### src/rtl/spike_pair_encoder_if.sv
// Handshake and spike-output bundle between a stimulus controller and spike_pair_encoder.
interface spike_pair_encoder_if;
  logic start;
  logic bit_1;
  logic bit_2;
  logic busy;
  logic done;
  logic d_out_1;
  logic s_out_1;
  logic d_out_2;
  logic s_out_2;

  modport master (
    output start, bit_1, bit_2,
    input  busy, done, d_out_1, s_out_1, d_out_2, s_out_2
  );

  modport slave (
    input  start, bit_1, bit_2,
    output busy, done, d_out_1, s_out_1, d_out_2, s_out_2
  );
endinterface

### src/rtl/spike_pair_encoder.sv
// Turns a latched 2-bit operand into two cycle-exact spike trains followed by a quiet
// window, for driving the two-input AND spiking network.

module spike_lane (
  input  logic clk,
  input  logic rst,
  input  logic fire,
  input  logic bit_val,
  output logic d_out,
  output logic s_out
);
  // s_out is gated by fire so a value never appears without its strobe
  always_ff @(posedge clk) begin
    if (rst) begin
      d_out <= 1'b0;
      s_out <= 1'b0;
    end else begin
      d_out <= fire;
      s_out <= fire & bit_val;
    end
  end
endmodule

module spike_pair_encoder #(
  parameter int unsigned N_PULSE = 4,
  parameter int unsigned GAP     = 1,
  parameter int unsigned STAGGER = 1,
  parameter int unsigned QUIET   = 5
) (
  input  logic                 clk,
  input  logic                 rst,
  spike_pair_encoder_if.slave  bus
);
  localparam int NUM_LANES = 2;

  localparam logic [3:0] SLOT_LAST  = 4'(N_PULSE - 1);
  localparam logic [3:0] GAP_LAST   = 4'((GAP == 0) ? 0 : GAP - 1);
  localparam logic [7:0] QUIET_LAST = 8'((QUIET == 0) ? 0 : QUIET - 1);
  localparam bit         STAG_EN    = (STAGGER != 0);
  localparam bit         GAP_EN     = (GAP != 0);
  localparam bit         QUIET_EN   = (QUIET != 0);

  typedef enum logic [2:0] {
    IDLE   = 3'd0,
    PULSE  = 3'd1,
    GAPW   = 3'd2,
    LAST2  = 3'd3,
    QUIETW = 3'd4,
    DONE   = 3'd5
  } state_t;

  state_t                state_q, state_d;
  logic [3:0]            slot_q, slot_d;
  logic [3:0]            gap_q, gap_d;
  logic [7:0]            quiet_q, quiet_d;
  logic [NUM_LANES-1:0]  bits_q, bits_d;
  logic [NUM_LANES-1:0]  fire_d;
  logic [NUM_LANES-1:0]  d_q, s_q;
  logic                  busy_q, done_q;

  // State register: state_q names what the registered outputs show this cycle
  always_ff @(posedge clk) begin
    if (rst) begin
      state_q <= IDLE;
      slot_q  <= 4'd0;
      gap_q   <= 4'd0;
      quiet_q <= 8'd0;
      bits_q  <= '0;
      busy_q  <= 1'b0;
      done_q  <= 1'b0;
    end else begin
      state_q <= state_d;
      slot_q  <= slot_d;
      gap_q   <= gap_d;
      quiet_q <= quiet_d;
      bits_q  <= bits_d;
      busy_q  <= (state_d != IDLE) && (state_d != DONE);
      done_q  <= (state_d == DONE);
    end
  end

  always_comb begin
    state_d = state_q;
    slot_d  = slot_q;
    gap_d   = gap_q;
    quiet_d = quiet_q;
    bits_d  = bits_q;
    case (state_q)
      IDLE, DONE: begin
        state_d = IDLE;
        slot_d  = 4'd0;
        gap_d   = 4'd0;
        quiet_d = 8'd0;
        if (bus.start) begin
          state_d = PULSE;
          bits_d  = {bus.bit_2, bus.bit_1};
        end
      end
      PULSE: begin
        if (slot_q == SLOT_LAST) begin
          if (STAG_EN) begin
            state_d = GAP_EN ? GAPW : LAST2;
            if (!GAP_EN) slot_d = 4'd0;
          end else begin
            state_d = QUIET_EN ? QUIETW : DONE;
            slot_d  = 4'd0;
          end
        end else if (GAP_EN) begin
          state_d = GAPW;
        end else begin
          slot_d = slot_q + 4'd1;
        end
      end
      GAPW: begin
        if (gap_q == GAP_LAST) begin
          gap_d = 4'd0;
          if (slot_q == SLOT_LAST) begin
            state_d = LAST2;
            slot_d  = 4'd0;
          end else begin
            state_d = PULSE;
            slot_d  = slot_q + 4'd1;
          end
        end else begin
          gap_d = gap_q + 4'd1;
        end
      end
      LAST2: begin
        state_d = QUIET_EN ? QUIETW : DONE;
      end
      QUIETW: begin
        if (quiet_q == QUIET_LAST) begin
          quiet_d = 8'd0;
          state_d = DONE;
        end else begin
          quiet_d = quiet_q + 8'd1;
        end
      end
      default: begin
        state_d = IDLE;
        slot_d  = 4'd0;
        gap_d   = 4'd0;
        quiet_d = 8'd0;
      end
    endcase
  end

  // Channel 2 sits out the final PULSE slot when staggered and fires from LAST2 instead
  always_comb begin
    fire_d    = '0;
    fire_d[0] = (state_d == PULSE);
    fire_d[1] = ((state_d == PULSE) && !(STAG_EN && (slot_d == SLOT_LAST)))
              || (state_d == LAST2);
  end

  generate
    for (genvar i = 0; i < NUM_LANES; i++) begin : g_lane
      spike_lane u_lane (
        .clk     (clk),
        .rst     (rst),
        .fire    (fire_d[i]),
        .bit_val (bits_d[i]),
        .d_out   (d_q[i]),
        .s_out   (s_q[i])
      );
    end
  endgenerate

  assign bus.busy    = busy_q;
  assign bus.done    = done_q;
  assign bus.d_out_1 = d_q[0];
  assign bus.s_out_1 = s_q[0];
  assign bus.d_out_2 = d_q[1];
  assign bus.s_out_2 = s_q[1];
endmodule

### src/flat_wrapper.sv
// flat-port wrapper written by rule: the top's interface ports become plain ports
module spike_pair_encoder_flat 
#(
  parameter int unsigned N_PULSE = 4,
  parameter int unsigned GAP     = 1,
  parameter int unsigned STAGGER = 1,
  parameter int unsigned QUIET   = 5
)
  (clk, rst, bus_start, bus_bit_1, bus_bit_2, bus_busy, bus_done, bus_d_out_1, bus_s_out_1, bus_d_out_2, bus_s_out_2);
  spike_pair_encoder_if bus_i ();
  input  logic clk;
  input  logic rst;
  input wire logic [$bits(bus_i.start)-1:0] bus_start;
  input wire logic [$bits(bus_i.bit_1)-1:0] bus_bit_1;
  input wire logic [$bits(bus_i.bit_2)-1:0] bus_bit_2;
  output wire logic [$bits(bus_i.busy)-1:0] bus_busy;
  output wire logic [$bits(bus_i.done)-1:0] bus_done;
  output wire logic [$bits(bus_i.d_out_1)-1:0] bus_d_out_1;
  output wire logic [$bits(bus_i.s_out_1)-1:0] bus_s_out_1;
  output wire logic [$bits(bus_i.d_out_2)-1:0] bus_d_out_2;
  output wire logic [$bits(bus_i.s_out_2)-1:0] bus_s_out_2;
  assign bus_i.start = bus_start;
  assign bus_i.bit_1 = bus_bit_1;
  assign bus_i.bit_2 = bus_bit_2;
  assign bus_busy = bus_i.busy;
  assign bus_done = bus_i.done;
  assign bus_d_out_1 = bus_i.d_out_1;
  assign bus_s_out_1 = bus_i.s_out_1;
  assign bus_d_out_2 = bus_i.d_out_2;
  assign bus_s_out_2 = bus_i.s_out_2;
  spike_pair_encoder #(.N_PULSE(N_PULSE), .GAP(GAP), .STAGGER(STAGGER), .QUIET(QUIET)) u_core (.clk(clk), .rst(rst), .bus(bus_i));
endmodule
### config.mk
export PLATFORM = sky130hd
export DESIGN_NAME = spike_pair_encoder_flat
export DESIGN_NICKNAME = d
export VERILOG_FILES = /design/src/rtl/spike_pair_encoder_if.sv /design/src/rtl/spike_pair_encoder.sv /design/src/flat_wrapper.sv
export SDC_FILE = /design/constraint.sdc
export NUM_CORES = 1
export LEC_CHECK = 0
export ABC_AREA = 1
export BUFFER_PORTS_ARGS = -buffer_cell sky130_fd_sc_hd__buf_2
export CELL_PAD_IN_SITES_DETAIL_PLACEMENT = 1
export CELL_PAD_IN_SITES_GLOBAL_PLACEMENT = 2
export CORE_MARGIN = 5
export CORE_UTILIZATION = 37
export CTS_BUF_LIST = sky130_fd_sc_hd__clkbuf_8
export DETAILED_ROUTE_END_ITERATION = 8
export GPL_TIMING_DRIVEN = 0
export PLACE_DENSITY_LB_ADDON = 0.1
export RECOVER_POWER = 25
export SLEW_MARGIN = 25
export SYNTH_ARGS = -nofsm -noshare
export SYNTH_HDL_FRONTEND = slang
export SYNTH_SLANG_ARGS = --single-unit
### constraint.sdc
create_clock -name clk -period 5 [get_ports clk]
set_clock_uncertainty 0.2 [all_clocks]
set_input_delay 1 -clock clk [delete_from_list [all_inputs] [get_ports clk]]
set_output_delay 1 -clock clk [all_outputs]
set_load 0.01 [all_outputs]
# Word level (Yosys, flattened, before mapping)

Cells that the tools add are included.

Eq/ne operators: 12
Multiplexer cells: 14
$add $sub $neg: 3
Reductions and logical operators: 10
Bitwise operators: 2

Operators by type and width:

| cell                                                                   | count |
|---|---|
| 4-bit one-hot mux with 2 select lines                                  | 2 |
| 8-bit one-hot mux with 2 select lines                                  | 1 |
| 3-bit one-hot mux with 5 select lines                                  | 1 |
| 4-bit two-way mux                                                      | 3 |
| 3-bit by 2-bit equality test with 1-bit output (second input constant) | 3 |
| 3-bit equality test (second input constant)                            | 3 |
| 4-bit by 1-bit adder with 4-bit output (second input constant)         | 2 |
| 8-bit by 1-bit adder with 8-bit output (second input constant)         | 1 |
| 4-bit by 2-bit equality test with 1-bit output (second input constant) | 2 |
| 8-bit by 3-bit equality test with 1-bit output (second input constant) | 1 |
| 8-bit two-way mux                                                      | 1 |
| 3-bit by 1-bit equality test with 1-bit output (second input constant) | 2 |
| 2-bit two-way mux                                                      | 3 |
| 3-bit two-way mux                                                      | 2 |
| 3-bit OR reduction                                                     | 2 |
| 4-bit logical NOT                                                      | 1 |
| 3-bit logical NOT                                                      | 1 |
| 3-bit inequality test (second input constant)                          | 1 |
| 3-bit nonzero test                                                     | 1 |
| 1-bit bitwise AND                                                      | 2 |
| 1-bit logical AND                                                      | 2 |
| 2-bit OR reduction                                                     | 1 |
| 1-bit logical NOT                                                      | 1 |
| 1-bit logical OR                                                       | 1 |
| 1-bit two-way mux                                                      | 1 |

Input bits: 5
Register bits: 27
Output and inout bits: 6

# Logic depth before layout (Yosys ltp)

Gate-level depths: netlist of the first run.

Depth in word-level cells: 9
Depth in mapped cells: 12
Mapped depth without buffers: 12

# Hierarchy

A second synthesis of the first run with hierarchy kept.

Cells, all modules: 209
Area, all modules: 1371.3 um^2

Modules (own cells, without submodules):

| module             | instances | sequential area each (um^2) | cells each | area each (um^2) |
|---|---|---|---|---|
| spike_pair_encoder | 1         | 460.4                       | 197        | 1256.2 |
| spike_lane         | 2         | 40.0                        | 6          | 57.6 |

# Worst setup path before layout of the first run

OpenSTA, ideal clock, no wires.

Kind: input-to-reg
Start point: input port rst
End point: register u_core.g_lane[0].u_lane.d_out
Path slack: 3.135 ns
Stages: 3
Path buffers: 2
Arrival time: 1.540 ns
Library setup time: 0.125 ns
Path through: buf_4 -> dlygate4sd1_1 -> nor2_1

RTL lines:

| what                   | RTL line                 | text |
|---|---|---|
| start: declaration     | flat_wrapper.sv:12       | `input logic rst;` |
| end signal: assignment | spike_pair_encoder.sv:18 | `d_out <= fire;` |
| end: declaration       | spike_pair_encoder.sv:9  | `output logic d_out,` |

No word-level cell between the ends.

# Worst setup path in the final report of the first run

Start point: input port rst
End point: register u_core.gap_q[3]

RTL lines:

| what                   | RTL line                 | text |
|---|---|---|
| end signal: assignment | spike_pair_encoder.sv:74 | `gap_q <= gap_d;` |
| end: declaration       | spike_pair_encoder.sv:54 | `logic [3:0] gap_q, gap_d;` |

No word-level cell between the ends.

==> flow_summary.json, run 1 <==
{
  "status": "finished, final reports clean",
  "clkPwrFrac": 0.326,
  "route.vias.total": 1244,
  "design.portCount": 11,
  "ys.flop_type": "dfxtp_1",
  "arrival_ns": 2.02,
  "power.static_leakage_nw": 0.669,
  "syn-instance-count": 192,
  "clk_root_buffer_cell": "clkbuf_8",
  "post_synth_instance_area_um2": 1360,
  "netSwitchingPower_mw": 0.108,
  "crit_path_end_kind": "flop",
  "max_clock_freq_mhz": 482,
  "r2r_cells": 12,
  "synth_edf_count": 0,
  "post-synth-top-count-cell": "nand2_1",
  "insertedDiodeCount": 0,
  "first_pass_iters": 4,
  "sequentialPowerShare": 0.562,
  "buffers_added_on_ports": 9,
  "width_of_the_die_um": 70.5,
  "synth_top_area_cell": "dfxtp_1",
  "worst-path-stages": 3,
  "timing.reg2reg.setup_slack_ns": 3.02,
  "remaining_drc_errors": 0,
  "cts.sinks": 27,
  "hold_path.class": "flop to flop",
  "period_share": 0.415,
  "startpoint": "rst",
  "avgRoutedWirePerCell_um": 13.1,
  "clock_insertion_delay_at_the_later_pin_of_the_skew_report_ns": 0.27,
  "fin_ws_ns": 2.92,
  "timing.final.crit_period_ns": 2.08,
  "grt_pass1_wl_mm": 5.81,
  "timing.max_cap.violations": 0,
  "ctsLongestPathBuffers": 2,
  "max_slew_margin": 0.638,
  "worst-slew-pin-transition_ns": 0.544,
  "comb_power_share": 0.112,
  "gp_routability_congestion": 0.825,
  "final_hold_vio_count": 0,
  "synth-seq-area-share": 0.399,
  "layout-area-overhead-vs-synth_pct": 10.9,
  "ffs_w_async_s_r_synth": 0,
  "synth_cell_types": 28,
  "start_kind": "input port",
  "cts-hold-fix-buffers": 0,
  "placement_stage_worst_setup_slack_ns": 2.90,
  "critical_path_peak_fanout": 10,
  "timing.critical_path.max_delay_family": "buffers and inverters",
  "synth-seq-cells": 27,
  "cp_num_buf_inv": 2,
  "cell_internal_pwr_mw": 0.293,
  "grt_antenna_before_repair": 0,
  "first_global_vias": 1327,
  "globalRouteOverflowTotal": 0,
  "yosysWarnings": 0,
  "switching_share": 0.269,
  "slew_viol_final": 0,
  "dpl_hpwl_mm": 2.58,
  "viasPerCell": 4.92,
  "totalWireLength_mm": 3.32,
  "worst-setup-path-type": "input port to flop",
  "syn_avg_cell_area_um2": 7.06,
  "netlist_top_cells_count": "nand2_1 (50), dfxtp_1 (27), inv_1 (24)",
  "core_area_um2": 3610,
  "netlist.area_leader.share": 0.399,
  "final-setup-viol-count": 0,
  "final_layout_size_suffix_gt1_frac": 0.127,
  "fp-row-count": 22,
  "worst_setup_hold_path_clk_slew_ns": 0.10,
  "grt_max_degree": 17,
  "postCtsResizedCells": 0,
  "final_nets": 216,
  "ctsHtreeMaxLevel": 1,
  "rr_endpoint": "u_core.g_lane[1].u_lane.d_out",
  "slowest_delay_ns": 0.52,
  "timing.setup.tns_ns": 0,
  "cts-buffers-inserted": 3,
  "tritoncts": "built",
  "die_area_um2": 4970,
  "post_cts.repair.setup_buffers": 0,
  "die_height_um": 70.5,
  "cell_pwr_density_nw_per_um2": 267,
  "yosys-top-cells-area": "dfxtp_1 (40%), nand2_1 (14%), inv_1 (6.6%), a21oi_1 (6.3%), nor2_1 (6.1%)",
  "ant_nets": 0,
  "cp-endpoint": "u_core.gap_q[3]",
  "track_usage": 0.143,
  "worstPathCellList": "clkbuf_1, dlygate4sd1_1, a21oi_1",
  "first_iter_violations": 23,
  "timing.critical_path.required_ns": 4.95,
  "rsz0062_at_grt": "false",
  "floorplan.initialDensity": 0.376,
  "synth.net_count": 202,
  "maximum_resistive_drop_on_vdd_mv": 0.175,
  "worstReg2RegStart": "u_core.gap_q[0]",
  "critPathSlowestCell": "dlygate4sd1_1"
}
==> metal layers <==
metal | global-route usage | part of all wire
met5 | 0 | 0
met4 | 0.0340 | 0.0051
met3 | 0.0288 | 0.014
met2 | 0.263 | 0.50
met1 | 0.170 | 0.48
==> how the worst min path moves through the flow <==
stage	startpoint	endpoint	slack, ns	depth (start not counted)
after floorplan	u_core.quiet_q[7]	u_core.quiet_q[7]	0.25	2
after global placement	u_core.quiet_q[6]	u_core.quiet_q[6]	0.26	2
after detailed placement	u_core.quiet_q[7]	u_core.quiet_q[7]	0.28	2
after CTS	u_core.quiet_q[6]	u_core.quiet_q[6]	0.30	2
after global routing	u_core.quiet_q[4]	u_core.quiet_q[4]	0.32	2
final	u_core.quiet_q[6]	u_core.quiet_q[6]	0.29	2
==> worst min-delay path, stage by stage (launching register included) <==
cell     delay, ns
dfxtp_1       0.33
nand2_1       0.07
a21oi_1       0.06
==> power groups by stage <==
| stage | clock, mW | sequential (mW) | combinational, mW |
|---|---|---|---|
| floorplan | 0 | 0.232 | 0.0301 |
| global placement | 0 | 0.230 | 0.0450 |
| detailed placement | 0 | 0.230 | 0.0465 |
| CTS | 0.137 | 0.225 | 0.0468 |
| global route | 0.147 | 0.226 | 0.0517 |
| finish | 0.131 | 0.225 | 0.0449 |
==> per-stage QoR <==
stage	utilization	hold WS [ns]	power, mW	cells	instance area [um^2]
6_report	0.417	0.295	0.401	253	1500
5_1_grt	0.417	0.321	0.425	253	1500
4_1_cts	0.418	0.302	0.409	253	1510
3_5_place_dp	0.405	0.283	0.277	249	1460
3_3_place_gp	0.405	0.265	0.275	249	1460
2_1_floorplan	-	0.252	0.262	192	1360
==> placed cells by master (no fill, tap or decap), types with 2 or more instances in the layout <==
| cell | n |
|---|---|
| buf_2 | 9 |
| inv_1 | 24 |
| nand4_1 | 4 |
| a21oi_1 | 17 |
| inv_2 | 2 |
| nor2_1 | 22 |
| nor3_1 | 3 |
| clkbuf_8 | 3 |
| ha_1 | 5 |
| nand3_1 | 12 |
| nor2_2 | 3 |
| o21ai_0 | 7 |
| dfxtp_1 | 27 |
| nand2_1 | 51 |
==> kinds of logic (layout without fill, tap and decap cells) <==
kind of cell    after synthesis  in the layout  synth area share
simple gates                103            103             0.350
fa+ha+maj                     5              5            0.0462
compound gates               28             28             0.114
flops                        27             27             0.399
buf+inv                      28             41            0.0840
xor+xnor                      1              1           0.00646
==> layout make-up <==
type | instances | area, um^2
clock buffers | 3 | 41.3
clock inverters | 1 | 7.51
repair buffers | 9 | 45.0
flip-flops and latches | 27 | 541
well taps | 48 | 60.1
inverters | 26 | 97.6
plain buffers | 2 | 12.5
fillers | 491 | 2100
multi-input cells | 137 | 698
==> sequential cells by signal, indices dropped and copies added, names as in the netlist <==
register                    count
u_core.state_q                  3
u_core.gap_q                    4
u_core.bus.busy                 1
u_core.quiet_q                  8
u_core.g_lane.u_lane.s_out      2
u_core.bus.done                 1
u_core.g_lane.u_lane.d_out      2
u_core.bits_q                   2
u_core.slot_q                   4
Note: power is estimated with default switching activity, not from simulation.
==> run 2, diff against run 1 <==
--- a/config.mk
+++ b/config.mk
@@ -10,7 +10,7 @@
 export CELL_PAD_IN_SITES_DETAIL_PLACEMENT = 1
 export CELL_PAD_IN_SITES_GLOBAL_PLACEMENT = 2
 export CORE_MARGIN = 5
-export CORE_UTILIZATION = 37
+export CORE_UTILIZATION = 31
 export CTS_BUF_LIST = sky130_fd_sc_hd__clkbuf_8
 export DETAILED_ROUTE_END_ITERATION = 8
 export GPL_TIMING_DRIVEN = 0
==> constraint.sdc (replaced) <==
create_clock -name clk -period 1.9 [get_ports clk]
set_clock_uncertainty 0.2 [all_clocks]
set_input_delay 0.38 -clock clk [delete_from_list [all_inputs] [get_ports clk]]
set_output_delay 0.38 -clock clk [all_outputs]
set_load 0.01 [all_outputs]
==> flow_summary.json, run 2 (synthesized netlist as in run 1, its figures left out) <==
{
  "status": "finished, final reports clean",
  "timing.max_cap.violations": 0,
  "ctsLongestPathBuffers": 2,
  "worst_setup_hold_path_clk_slew_ns": 0.09,
  "final_hold_vio_count": 0,
  "route.vias.total": 1235,
  "grt_use_met2": 0.200,
  "final-setup-viol-count": 0,
  "grt_pass1_wl_mm": 5.80,
  "dpl_hpwl_mm": 2.59,
  "clock_insertion_delay_at_the_later_pin_of_the_skew_report_ns": 0.27,
  "timing.setup.tns_ns": 0,
  "max_clock_freq_mhz": 571,
  "timing.final.crit_period_ns": 1.75,
  "viasPerCell": 4.73,
  "first_iter_violations": 30,
  "cts.sinks": 27,
  "largest_register_ffs": 8,
  "met1_usage_in_global_routing": 0.159,
  "slew_viol_final": 0,
  "worst-slew-pin-transition_ns": 0.406,
  "arrival_ns": 1.71,
  "first_pass_iters": 4,
  "width_of_the_die_um": 76.1,
  "critical_path_peak_fanout": 4,
  "hold_path.class": "input port to flop",
  "totalWireLength_mm": 3.48,
  "crit_path_end_kind": "flop",
  "insertedDiodeCount": 0,
  "layout-area-overhead-vs-synth_pct": 14.6,
  "first_global_vias": 1255,
  "final_cell_mix": "nand2_1 (49), inv_1 (25), dfxtp_1 (25), nor2_1 (20), a21oi_1 (17)",
  "tritoncts": "built",
  "avgRoutedWirePerCell_um": 13.3,
  "fp-row-count": 24,
  "maximum_resistive_drop_on_vdd_mv": 0.218,
  "max_flop_register": "u_core.quiet_q",
  "top_regs": "u_core.quiet_q: 8 flops, u_core.gap_q: 4 flops, u_core.slot_q: 4 flops",
  "final_layout_size_suffix_gt1_frac": 0.144,
  "die_height_um": 76.1,
  "max_slew_margin": 0.729,
  "ant_nets": 0,
  "ctsHtreeMaxLevel": 1,
  "final_common_cell": "nand2_1",
  "floorplan.initialDensity": 0.316,
  "globalRouteOverflowTotal": 0,
  "die_area_um2": 5790,
  "gp_routability_congestion": 0.777,
  "fin_area_um2": 1550,
  "final_nets": 220,
  "track_usage": 0.121,
  "grt_antenna_before_repair": 0,
  "design.portCount": 11,
  "grtUsageMet3": 0.0154,
  "remaining_drc_errors": 0,
  "cts-buffers-inserted": 3,
  "start_kind": "flop",
  "grt_max_degree": 15,
  "core_area_um2": 4290,
  "power.static_leakage_nw": 0.677,
  "clk_root_buffer_cell": "clkbuf_8",
  "grt.busiest_layer": "met2",
  "buffers_added_on_ports": 9,
  "cell_pwr_density_nw_per_um2": 668,
  "worst-setup-path-type": "flop to flop",
  "period_share": 0.922,
  "timing.critical_path.required_ns": 1.85,
  "placement.cell_area_um2": 1470
}
-- run 2: final timing paths --
path	startpoint	to	slack, ns	depth (start not counted)
worst max-delay path	u_core.gap_q[0]	u_core.g_lane[1].u_lane.d_out	0.15	12
worst min-delay path	rst	u_core.gap_q[1]	0.17	2
worst max register to register	u_core.gap_q[0]	u_core.g_lane[1].u_lane.d_out	0.15	12
worst min register to register	u_core.quiet_q[4]	u_core.quiet_q[4]	0.29	2
-- run 2: report_power, final --
| group | switching (mW) | internal [mW] |
|---|---|---|
| Sequential | 0.00892 | 0.581 |
| Combinational | 0.0831 | 0.0393 |
| Clock | 0.180 | 0.145 |
| Total | 0.272 | 0.765 |
-- run 2: final cells by class --
cell class | count | area, um^2
buffer | 2 | 16.3
clock buffer | 3 | 41.3
clock inverter | 1 | 3.75
fill | 570 | 2740
inverter | 26 | 97.6
multi-input combinational | 137 | 713
sequential | 27 | 548
tap | 52 | 65.1
timing repair buffer | 13 | 67.6
-- run 2: timing repair --
| item | 4_1_cts | 5_1_grt |
|---|---|---|
| setup endpoints to repair | 2 | 2 |
| buffers inserted | 0 | 4 |
| hold buffers | 0 | 0 |
| pin swaps | 0 | 3 |
| gates resized for setup | 2 | 6 |
-- run 2: metrics by stage --
step           worst slack [ns]  hold slack, ns   util  power [mW]  cells
2_1_floorplan             0.261           0.252      -       0.689    192
5_1_grt                 -0.0160           0.174  0.362        1.10    261
6_report                  0.147           0.165  0.362        1.04    261
3_5_place_dp            -0.0690           0.287  0.341       0.728    253
3_3_place_gp            -0.0459           0.265  0.341       0.724    253
4_1_cts                  0.0300           0.174  0.353        1.06    257
-- run 2: per-layer routing --
metal	vias to the layer above	part of all wire
met5	-	0
met4	0	0.0066
met3	2	0.014
met2	12	0.49
met1	574	0.49
li1	647	-
-- run 2: critical path, cell delays in order, from the launching register on --
cell and delay (ns):
dfxtp_4 0.35, inv_1 0.07, ha_1 0.16, nand2_2 0.08, buf_4 0.14, nor2_1 0.08, nand2_1 0.06, nand3_1 0.10
nand2_1 0.07, nor2_2 0.12, nand2_1 0.07, nand2_1 0.08, nor2_1 0.04
